File: config.mk
export PLATFORM = sky130hd
export DESIGN_NAME = mips_bus_arbiter_flat
export DESIGN_NICKNAME = d
export VERILOG_FILES = /design/src/rtl/mips_bus_arbiter_pkg.sv /design/src/rtl/mips_bus_arbiter_if.sv /design/src/rtl/mips_bus_arbiter_rr2.sv /design/src/rtl/mips_bus_arbiter.sv /design/src/flat_wrapper.sv
export SDC_FILE = /design/constraint.sdc
export NUM_CORES = 1
export LEC_CHECK = 0
export ABC_AREA = 1
export BUFFER_PORTS_ARGS = -buffer_cell sky130_fd_sc_hd__buf_4
export CAP_MARGIN = 5
export CORE_MARGIN = 8
export CORE_UTILIZATION = 40
export DETAILED_ROUTE_END_ITERATION = 10
export PLACE_DENSITY = 0.73
export SKIP_LAST_GASP = 1
export SLEW_MARGIN = 40
export SYNTH_ARGS = -nofsm -noshare
export SYNTH_HDL_FRONTEND = slang
export SYNTH_SLANG_ARGS = --single-unit
File: constraint.sdc
create_clock -name clk -period 1.44 [get_ports clk]
set_input_delay 0.072 -clock clk [delete_from_list [all_inputs] [get_ports clk]]
set_output_delay 0.072 -clock clk [all_outputs]
set_load 0.05 [all_outputs]
File: src/rtl/mips_bus_arbiter_pkg.sv
// Shared types and constants for the I/D bus arbiter.
package mips_bus_arbiter_pkg;

  typedef enum logic {
    PortI = 1'b0,
    PortD = 1'b1
  } port_t;

  typedef logic [1:0] arb_state_t;

  localparam arb_state_t StIdle = 2'd0;
  localparam arb_state_t StBusy = 2'd1;
  localparam arb_state_t StTurn = 2'd2;

  localparam logic [31:0] DEFAULT_ABORT_DATA = 32'hDEADBEEF;

endpackage

File: src/rtl/mips_bus_arbiter_if.sv
// Avalon-style memory bus: master drives command, slave returns data and stall.
interface mips_bus_arbiter_if #(
  parameter int unsigned ADDR_W = 32,
  parameter int unsigned DATA_W = 32
);
  logic                  read;
  logic                  write;
  logic [ADDR_W-1:0]     address;
  logic [DATA_W/8-1:0]   byteenable;
  logic [DATA_W-1:0]     writedata;
  logic [DATA_W-1:0]     readdata;
  logic                  waitrequest;

  modport master (
    output read, write, address, byteenable, writedata,
    input  readdata, waitrequest
  );

  modport slave (
    input  read, write, address, byteenable, writedata,
    output readdata, waitrequest
  );
endinterface

File: src/rtl/mips_bus_arbiter_rr2.sv
// Two-requester picker: alternates on contention or gives the data port fixed priority.
module mips_bus_arbiter_rr2
  import mips_bus_arbiter_pkg::*;
#(
  parameter bit ROUND_ROBIN = 1'b1
) (
  input  logic  req_ifetch_i,
  input  logic  req_data_i,
  input  port_t last_grant_i,
  output logic  gnt_valid_o,
  output port_t gnt_o
);

  always_comb begin
    gnt_valid_o = req_ifetch_i | req_data_i;
    gnt_o       = PortI;
    if (req_ifetch_i && req_data_i) begin
      gnt_o = (ROUND_ROBIN && (last_grant_i == PortD)) ? PortI : PortD;
    end else if (req_data_i) begin
      gnt_o = PortD;
    end
  end

endmodule

File: src/rtl/mips_bus_arbiter.sv
// Shares one memory bus between the CPU fetch and data ports; one registered
// transaction owns the slave at a time, with a watchdog that aborts hung slaves.
module mips_bus_arbiter
  import mips_bus_arbiter_pkg::*;
#(
  parameter int unsigned       ADDR_W      = 32,
  parameter int unsigned       DATA_W      = 32,
  parameter bit                ROUND_ROBIN = 1'b1,
  parameter int unsigned       TIMEOUT     = 64,
  parameter logic [DATA_W-1:0] ABORT_DATA  = DEFAULT_ABORT_DATA
) (
  input  logic               clk,
  input  logic               reset,
  mips_bus_arbiter_if.slave  i_bus,
  mips_bus_arbiter_if.slave  d_bus,
  mips_bus_arbiter_if.master s_bus,
  output logic               timeout_err,
  output logic               protocol_err
);

  localparam int unsigned    BE_W    = DATA_W / 8;
  localparam int unsigned    WD_W    = $clog2(TIMEOUT) + 1;
  localparam logic [WD_W-1:0] WD_LAST = WD_W'(TIMEOUT - 1);

  arb_state_t        state_q, state_d;
  port_t             owner_q, owner_d;
  port_t             last_grant_q, last_grant_d;
  logic              s_read_q, s_read_d;
  logic              s_write_q, s_write_d;
  logic [ADDR_W-1:0] s_addr_q, s_addr_d;
  logic [BE_W-1:0]   s_be_q, s_be_d;
  logic [DATA_W-1:0] s_wdata_q, s_wdata_d;
  logic [WD_W-1:0]   wdog_q, wdog_d;
  logic              timeout_err_q, timeout_err_d;
  logic              protocol_err_q, protocol_err_d;
  logic [DATA_W-1:0] i_rdata_q, i_rdata_d;
  logic [DATA_W-1:0] d_rdata_q, d_rdata_d;

  logic              req_i, req_d;
  logic              gnt_valid;
  port_t             gnt;
  logic              busy, abort, done;
  logic              deliver_i, deliver_d;
  logic [DATA_W-1:0] ret_data;
  logic              win_rd, win_wr;
  logic [ADDR_W-1:0] win_addr;
  logic [BE_W-1:0]   win_be;
  logic [DATA_W-1:0] win_wdata;

  assign req_i = i_bus.read | i_bus.write;
  assign req_d = d_bus.read | d_bus.write;

  mips_bus_arbiter_rr2 #(
    .ROUND_ROBIN (ROUND_ROBIN)
  ) u_rr2 (
    .req_ifetch_i (req_i),
    .req_data_i   (req_d),
    .last_grant_i (last_grant_q),
    .gnt_valid_o  (gnt_valid),
    .gnt_o        (gnt)
  );

  assign busy     = (state_q == StBusy);
  assign abort    = busy && s_bus.waitrequest && (wdog_q == WD_LAST);
  assign done     = busy && (!s_bus.waitrequest || abort);
  assign ret_data = abort ? ABORT_DATA : s_bus.readdata;

  // A master that dropped its request mid-transaction never sees the result.
  assign deliver_i = done && (owner_q == PortI) && req_i;
  assign deliver_d = done && (owner_q == PortD) && req_d;

  assign i_bus.waitrequest = ~deliver_i;
  assign d_bus.waitrequest = ~deliver_d;
  assign i_bus.readdata    = deliver_i ? ret_data : i_rdata_q;
  assign d_bus.readdata    = deliver_d ? ret_data : d_rdata_q;

  assign s_bus.read       = s_read_q;
  assign s_bus.write      = s_write_q;
  assign s_bus.address    = s_addr_q;
  assign s_bus.byteenable = s_be_q;
  assign s_bus.writedata  = s_wdata_q;

  assign timeout_err  = timeout_err_q;
  assign protocol_err = protocol_err_q;

  always_comb begin
    win_rd    = (gnt == PortD) ? d_bus.read       : i_bus.read;
    win_wr    = (gnt == PortD) ? d_bus.write      : i_bus.write;
    win_addr  = (gnt == PortD) ? d_bus.address    : i_bus.address;
    win_be    = (gnt == PortD) ? d_bus.byteenable : i_bus.byteenable;
    win_wdata = (gnt == PortD) ? d_bus.writedata  : i_bus.writedata;
  end

  always_comb begin
    state_d        = state_q;
    owner_d        = owner_q;
    last_grant_d   = last_grant_q;
    s_read_d       = s_read_q;
    s_write_d      = s_write_q;
    s_addr_d       = s_addr_q;
    s_be_d         = s_be_q;
    s_wdata_d      = s_wdata_q;
    wdog_d         = wdog_q;
    timeout_err_d  = timeout_err_q;
    protocol_err_d = protocol_err_q;
    i_rdata_d      = deliver_i ? ret_data : i_rdata_q;
    d_rdata_d      = deliver_d ? ret_data : d_rdata_q;

    case (state_q)
      StIdle: begin
        if (gnt_valid) begin
          state_d      = StBusy;
          owner_d      = gnt;
          last_grant_d = gnt;
          // Read and write together is illegal; the write wins.
          s_write_d    = win_wr;
          s_read_d     = win_rd & ~win_wr;
          s_addr_d     = win_addr;
          s_be_d       = win_be;
          s_wdata_d    = win_wdata;
          wdog_d       = '0;
          if (win_rd && win_wr) protocol_err_d = 1'b1;
        end
      end
      StBusy: begin
        if (done) begin
          state_d   = StTurn;
          s_read_d  = 1'b0;
          s_write_d = 1'b0;
          if (abort) timeout_err_d = 1'b1;
        end else begin
          wdog_d = wdog_q + WD_W'(1);
        end
      end
      StTurn:  state_d = StIdle;
      default: state_d = StIdle;
    endcase
  end

  always_ff @(posedge clk or negedge reset) begin
    if (!reset) begin
      state_q        <= StIdle;
      owner_q        <= PortI;
      last_grant_q   <= PortI;
      s_read_q       <= 1'b0;
      s_write_q      <= 1'b0;
      s_addr_q       <= '0;
      s_be_q         <= '0;
      s_wdata_q      <= '0;
      wdog_q         <= '0;
      timeout_err_q  <= 1'b0;
      protocol_err_q <= 1'b0;
      i_rdata_q      <= '0;
      d_rdata_q      <= '0;
    end else begin
      state_q        <= state_d;
      owner_q        <= owner_d;
      last_grant_q   <= last_grant_d;
      s_read_q       <= s_read_d;
      s_write_q      <= s_write_d;
      s_addr_q       <= s_addr_d;
      s_be_q         <= s_be_d;
      s_wdata_q      <= s_wdata_d;
      wdog_q         <= wdog_d;
      timeout_err_q  <= timeout_err_d;
      protocol_err_q <= protocol_err_d;
      i_rdata_q      <= i_rdata_d;
      d_rdata_q      <= d_rdata_d;
    end
  end

endmodule

File: src/flat_wrapper.sv
// flat-port wrapper written by rule: the top's interface ports become plain ports
module mips_bus_arbiter_flat import mips_bus_arbiter_pkg::*;
#(
  parameter int unsigned       ADDR_W      = 32,
  parameter int unsigned       DATA_W      = 32,
  parameter bit                ROUND_ROBIN = 1'b1,
  parameter int unsigned       TIMEOUT     = 64,
  parameter logic [DATA_W-1:0] ABORT_DATA  = DEFAULT_ABORT_DATA
)
  (clk, reset, timeout_err, protocol_err, i_bus_read, i_bus_write, i_bus_address, i_bus_byteenable, i_bus_writedata, i_bus_readdata, i_bus_waitrequest, d_bus_read, d_bus_write, d_bus_address, d_bus_byteenable, d_bus_writedata, d_bus_readdata, d_bus_waitrequest, s_bus_read, s_bus_write, s_bus_address, s_bus_byteenable, s_bus_writedata, s_bus_readdata, s_bus_waitrequest);
  mips_bus_arbiter_if #(.ADDR_W(ADDR_W), .DATA_W(DATA_W)) i_bus_i ();
  mips_bus_arbiter_if #(.ADDR_W(ADDR_W), .DATA_W(DATA_W)) d_bus_i ();
  mips_bus_arbiter_if #(.ADDR_W(ADDR_W), .DATA_W(DATA_W)) s_bus_i ();
  input  logic clk;
  input  logic reset;
  output logic timeout_err;
  output logic protocol_err;
  input wire logic [$bits(i_bus_i.read)-1:0] i_bus_read;
  input wire logic [$bits(i_bus_i.write)-1:0] i_bus_write;
  input wire logic [$bits(i_bus_i.address)-1:0] i_bus_address;
  input wire logic [$bits(i_bus_i.byteenable)-1:0] i_bus_byteenable;
  input wire logic [$bits(i_bus_i.writedata)-1:0] i_bus_writedata;
  output wire logic [$bits(i_bus_i.readdata)-1:0] i_bus_readdata;
  output wire logic [$bits(i_bus_i.waitrequest)-1:0] i_bus_waitrequest;
  input wire logic [$bits(d_bus_i.read)-1:0] d_bus_read;
  input wire logic [$bits(d_bus_i.write)-1:0] d_bus_write;
  input wire logic [$bits(d_bus_i.address)-1:0] d_bus_address;
  input wire logic [$bits(d_bus_i.byteenable)-1:0] d_bus_byteenable;
  input wire logic [$bits(d_bus_i.writedata)-1:0] d_bus_writedata;
  output wire logic [$bits(d_bus_i.readdata)-1:0] d_bus_readdata;
  output wire logic [$bits(d_bus_i.waitrequest)-1:0] d_bus_waitrequest;
  output wire logic [$bits(s_bus_i.read)-1:0] s_bus_read;
  output wire logic [$bits(s_bus_i.write)-1:0] s_bus_write;
  output wire logic [$bits(s_bus_i.address)-1:0] s_bus_address;
  output wire logic [$bits(s_bus_i.byteenable)-1:0] s_bus_byteenable;
  output wire logic [$bits(s_bus_i.writedata)-1:0] s_bus_writedata;
  input wire logic [$bits(s_bus_i.readdata)-1:0] s_bus_readdata;
  input wire logic [$bits(s_bus_i.waitrequest)-1:0] s_bus_waitrequest;
  assign i_bus_i.read = i_bus_read;
  assign i_bus_i.write = i_bus_write;
  assign i_bus_i.address = i_bus_address;
  assign i_bus_i.byteenable = i_bus_byteenable;
  assign i_bus_i.writedata = i_bus_writedata;
  assign i_bus_readdata = i_bus_i.readdata;
  assign i_bus_waitrequest = i_bus_i.waitrequest;
  assign d_bus_i.read = d_bus_read;
  assign d_bus_i.write = d_bus_write;
  assign d_bus_i.address = d_bus_address;
  assign d_bus_i.byteenable = d_bus_byteenable;
  assign d_bus_i.writedata = d_bus_writedata;
  assign d_bus_readdata = d_bus_i.readdata;
  assign d_bus_waitrequest = d_bus_i.waitrequest;
  assign s_bus_read = s_bus_i.read;
  assign s_bus_write = s_bus_i.write;
  assign s_bus_address = s_bus_i.address;
  assign s_bus_byteenable = s_bus_i.byteenable;
  assign s_bus_writedata = s_bus_i.writedata;
  assign s_bus_i.readdata = s_bus_readdata;
  assign s_bus_i.waitrequest = s_bus_waitrequest;
  mips_bus_arbiter #(.ADDR_W(ADDR_W), .DATA_W(DATA_W), .ROUND_ROBIN(ROUND_ROBIN), .TIMEOUT(TIMEOUT), .ABORT_DATA(ABORT_DATA)) u_core (.clk(clk), .reset(reset), .i_bus(i_bus_i), .d_bus(d_bus_i), .s_bus(s_bus_i), .timeout_err(timeout_err), .protocol_err(protocol_err));
endmodule
* Word-level counts from Yosys, hierarchy flattened
Index checks and enable logic that the tools add are counted.
W data, S select, Z words.
** Storage, ports and cells
- Bits in registers :: 146
- Word-level logic and storage cells :: 67
** Operators by class
- Add/sub/neg operators :: 1
- Reductions and logical operators :: 19
- Eq/ne operators :: 5
- Muxes and demuxes :: 22
- Bitwise gates (word level) :: 8
** Operators by type and width (number)
- $mux W32 :: 5
- $mux W7 :: 2
- $pmux W7 S2 :: 1
- $reduce_and A3 Y1 :: 4
- $logic_and A1 B1 Y1 :: 9
- $mux W1 :: 8
- $add A7 B1 Y7 const B :: 1
- $eq A7 B6 Y1 const B :: 1
- $mux W2 :: 2
- $mux W4 :: 1
- $ne A2 B2 Y1 const B :: 2
- $not A1 Y1 :: 4
- $pmux W1 S2 :: 2
- $pmux W2 S2 :: 1
- $reduce_and A2 Y1 :: 2
- $or A1 B1 Y1 :: 3
- $eq A2 B1 Y1 const B :: 1
- $logic_not A2 Y1 :: 1
- $ne A2 B1 Y1 const B :: 1
- $reduce_bool A2 Y1 :: 1
- $and A1 B1 Y1 :: 1
- $logic_not A1 Y1 :: 1
- $logic_or A1 B1 Y1 :: 1

* Depth between registers and ports, before layout
- Word-level depth :: 8
- Depth in mapped cells :: 11
- Mapped depth without buffers :: 9

* Modules after synthesis
Synthesis repeated with hierarchy kept, for this count alone.
** Second synthesis, totals
- Cells, all modules :: 810
- Area total of the unflattened synthesis :: 6587.6 um^2
** By module, submodules not included
- mips_bus_arbiter :: cells each 807, times used 1, area each 6572.6 um^2
- mips_bus_arbiter_rr2 :: cells each 3, times used 1, area each 15.0 um^2

* Worst setup path before layout
No wires, ideal clock.
- Kind :: register to register
- Start point :: register u_core.wdog_q[0]
- End point :: register u_core.i_rdata_q[14]
- Path buffers :: 1
- Cell stages (with the launch flop) :: 9
- Setup slack :: -1200 ps
- Data arrival time :: 2392 ps
- Period minus slack after synthesis :: 2640 ps
- Setup time :: 248 ps
- Cells stage by stage :: dfrtp_1 ha_1 nand2_1 nor2_1 nand2_1 nand2_2 nand3_1 buf_2 o21ai_0
** On the way
- Word-level cells in the longest chain between the ends :: 7
- Elaborated cells between the ends (all ways) :: 8
- Classes of those cells :: eq/ne: 1; mux: 2; reduce/logical: 5
** RTL lines
- from (decl) :: RTL line mips_bus_arbiter.sv:33 : logic [WD_W-1:0] wdog_q, wdog_d;
- from (signal assigned) :: RTL line mips_bus_arbiter.sv:164 : wdog_q <= wdog_d;
- $eq A7 B6 Y1 (*) :: RTL line mips_bus_arbiter.sv:64 : assign abort = busy && s_bus.waitrequest && (wdog_q == WD_LAST);
- $logic_and A1 B1 Y1 (*) :: RTL line mips_bus_arbiter.sv:64
- $logic_or A1 B1 Y1 :: RTL line mips_bus_arbiter.sv:65 : assign done = busy && (!s_bus.waitrequest || abort);
- $logic_and A1 B1 Y1 :: RTL line mips_bus_arbiter.sv:65
- $logic_and A1 B1 Y1 (2 in series) :: RTL line mips_bus_arbiter.sv:69 : assign deliver_i = done && (owner_q == PortI) && req_i;
- $mux W32 (*)
- net i_bus_readdata[14] :: RTL line flat_wrapper.sv:23 : output wire logic [$bits(i_bus_i.readdata)-1:0] i_bus_readdata;
- to (signal assigned) :: RTL line mips_bus_arbiter.sv:167 : i_rdata_q <= i_rdata_d;
- to (decl) :: RTL line mips_bus_arbiter.sv:36 : logic [DATA_W-1:0] i_rdata_q, i_rdata_d;
The timed path passes the listed nets; every way through them passes the cells marked *.
A chain may end at the register's enable or synchronous reset.

* Final worst setup path
- Start point :: register u_core.wdog_q[0]
- End point :: output port i_bus_readdata[22]
** On the way
- Word-level cells in the longest chain between the ends :: 7
- Elaborated cells between the ends (all ways) :: 8
- Classes of those cells :: eq/ne: 1; mux: 2; reduce/logical: 5
** RTL lines (RTL line)
- $eq A7 B6 Y1 (*) :: mips_bus_arbiter.sv:64
- $logic_and A1 B1 Y1 (*) :: mips_bus_arbiter.sv:64
- $logic_or A1 B1 Y1 :: mips_bus_arbiter.sv:65
- $logic_and A1 B1 Y1 :: mips_bus_arbiter.sv:65
- $logic_and A1 B1 Y1 (2 in series) :: mips_bus_arbiter.sv:69
- $mux W32 (*)
- to (decl) :: flat_wrapper.sv:23
Mark *: on every way between the ends. The rest lies on a longest branch, timed or not.

==> run_results.csv <==
group,metric,value,unit
layout,stdcell_count,1564,
timing,final_max_slew_viol_count,0,
place,placed_area,10200,sq um
yosys,ys_types,21,
yosys,ys_seq_area_frac,0.559,
grt,overflow,0,
die,io_pins,313,
clock_tree,cts_root_buf,"clkbuf_16",
place,gp_congestion,0.838,
die,die_area,20700,sq um
run_status,status,"finished, violations left",
layout,fin_util,0.898,
place,detailed_place_hpwl,19100,microns
layout,final_nets,1507,
yosys,syn_nets,969,
yosys,avgSynthCellArea,8.24,sq um
clock_tree,htreeDepth,4,
place,placed_cells,1339,
power,vdd_drop_max,0.00144,V
setup_path,critPathLaunchType,"flop",
setup_path,cp_max_fo,7,
clock_tree,cts-buffers-inserted,17,
die,die_h,144,microns
grt,grt_max_degree,66,
grt,grtUsageTotal,0.312,
timing,worstMarginPinSlew,0.473,ns
grt,grt_pass1_vias,8869,
clock_tree,cts_tree,"done",
clock_tree,cts_sinks,146,
grt,antenna_found_initial,5,
route,wl_per_cell,26.4,microns
clock_tree,clkTransAtPathRegs,0.06,ns
route,via_count,9213,
route,routed_wl,41200,microns
layout,syn_to_final_growth,119,%
power,p_leak,6.80,nW
timing,skew,0.0200,ns
yosys,yosys_warnings,0,
die,rows,46,
timing,rsz0062_at_grt,"true",
yosys,synth_ff_type,"dfrtp_1",
layout,drive_gt1_frac,0.504,
setup_path,arrival,2.33,ns
timing,fin_crit,2.41,ns
route,dr.pass1.iters,6,
timing,hold_violations,0,
route,viasPerCell,5.89,
layout,final_common_cell,"buf_4",
yosys,async_reset_ff_frac,1.00,
place,place.port_buffers,312,
power,p_per_area,2830,nW/um^2
route,final_antenna_net_count,0,
flow_run,maxCapViolCount,0,
place,post-place-ws,-0.354,ns
hold_path,hold_path_class,"input port to flop",
timing,tns,-82.14,ns
route,remaining_drc_errors,0,
die,die_w,144,microns
layout,stdcell_area,14300,sq um
yosys,ys_ff_latch,146,
setup_path,rrSetupSlack,-0.57,ns
timing,relSlewSlack,0.684,
layout,layout_common_cells,"301 x buf_4, 146 x dfrtp_1, 140 x dlygate4sd3_1, 104 x a21oi_1, 97 x nand2_4",
yosys,synthCells,793,
grt,grt_pass1_wl,49000,microns
run_status,violations,"setup timing",
timing,max_freq,415,MHz
yosys,synth_edf_count,0,
layout,fill_cells,589,
die,initial_core_util,0.410,
clock_tree,clk_latency,0.43,ns
die,core,15900,sq um
timing,final.period_utilization,1.67,
timing,worst_slack,-0.967,ns
timing,finalSetupViolations,139,
clock_tree,cts_buffer_depth,2,
yosys,netlist_area,6540,sq um
route,drt-initial-drc-count,873,
setup_path,worstSetupPathType,"flop to output port",
setup_path,critPathRequiredTime,1.37,ns
setup_path,end_kind,"output port",
==> flip-flops by register name, summed over array words and instances, names as in the netlist <==
signal	cells
u_core.s_bus.writedata	32
u_core.i_rdata_q	32
u_core.s_bus.write	1
u_core.s_bus.byteenable	4
u_core.s_bus.read	1
u_core.owner_q	1
u_core.protocol_err	1
u_core.d_rdata_q	32
u_core.wdog_q	7
u_core.s_bus.address	32
u_core.timeout_err	1
u_core.state_q	2
==> worst paths after layout <==
kind	cells past startpoint	end	start
worst max-delay path	10	i_bus_readdata[22]	u_core.wdog_q[0]
min in group asynchronous	2	u_core.d_rdata_q[29]	reset
max in group asynchronous	3	u_core.d_rdata_q[11]	reset
worst max register to register	11	u_core.d_rdata_q[24]	u_core.wdog_q[0]
worst min-delay path	5	u_core.protocol_err	d_bus_read
worst min register to register	2	u_core.protocol_err	u_core.protocol_err
==> kinds of logic (layout without fill, tap and decap cells) <==
kind of cell	Yosys count	after routing	synth area share
other	0	4	0
AO/OA/AOI/OAI	160	160	0.123
XOR/XNOR	1	1	0.00134
flip-flops	146	146	0.559
AND/OR/NAND/NOR	390	390	0.251
adder cells (fa/ha/maj)	1	1	0.00191
buffers and inverters	95	646	0.0628
==> power breakdown <==
part | switching, mW | internal (mW) | total [mW]
registers | 1.52 | 6.03 | 7.55
logic | 17.3 | 10.6 | 27.9
clock network | 1.94 | 3.09 | 5.03
==> area by class of cell <==
class / instances / area [sq um] / share of cell area
flip-flops and latches: 146 / 3650 / 0.255
clock inverters: 9 / 151 / 0.0106
clock buffers: 23 / 488 / 0.0341
multi-input cells: 552 / 3810 / 0.266
inverters: 39 / 166 / 0.0116
well taps: 216 / 270 / 0.0189
repair inverters: 1 / 7.51 / 0.000525
diodes: 4 / 10.0 / 0.000699
repair buffers: 574 / 5750 / 0.402
==> cell usage after synthesis, types with 2 or more instances <==
library cell | instances | area share
dfrtp_1 | 146 | 0.56
nand2_1 | 178 | 0.10
inv_1 | 33 | 0.019
nor2_1 | 77 | 0.044
o21ai_1 | 11 | 0.0084
clkbuf_1 | 26 | 0.015
nand3_1 | 128 | 0.098
nor2_2 | 3 | 0.0029
nand2_2 | 2 | 0.0019
o21ai_0 | 11 | 0.0084
inv_2 | 6 | 0.0034
a21oi_1 | 136 | 0.10
buf_2 | 28 | 0.021
==> critical path, cell delays in order, from the launching register on <==
cell     delay (ns)
dfrtp_1        0.40
ha_4           0.17
nand2_4        0.06
nor2_4         0.10
nand2_2        0.08
nand2_4        0.15
nand3_4        0.24
buf_8          0.25
nand2_1        0.17
o21ai_4        0.11
buf_6          0.17
==> metal layers <==
| metal | routed length (microns) | global-route usage |
|---|---|---|
| met1 | 13500 | 0.339 |
| met2 | 20400 | 0.525 |
| met3 | 4130 | 0.0916 |
| met4 | 3120 | 0.199 |
| met5 | 15 | 0 |
==> per-stage QoR <==
step | total power [mW] | hold slack [ns]
2_1_floorplan | 20.4 | -0.224
3_3_place_gp | 27.2 | 0.0155
3_5_place_dp | 27.4 | 0.0173
4_1_cts | 35.2 | 0.0368
5_1_grt | 41.6 | 0.0578
6_report | 40.5 | 0.0502
==> what timing repair did <==
action	in CTS	in global routing
hold buffers	140	0
pin swaps	8	62
endpoints found under the setup margin	136	202
hold endpoints to repair	217	0
buffers inserted	8	36
gates cloned	5	11
resized for setup	169	197
(Power assumes the default switching activity.)
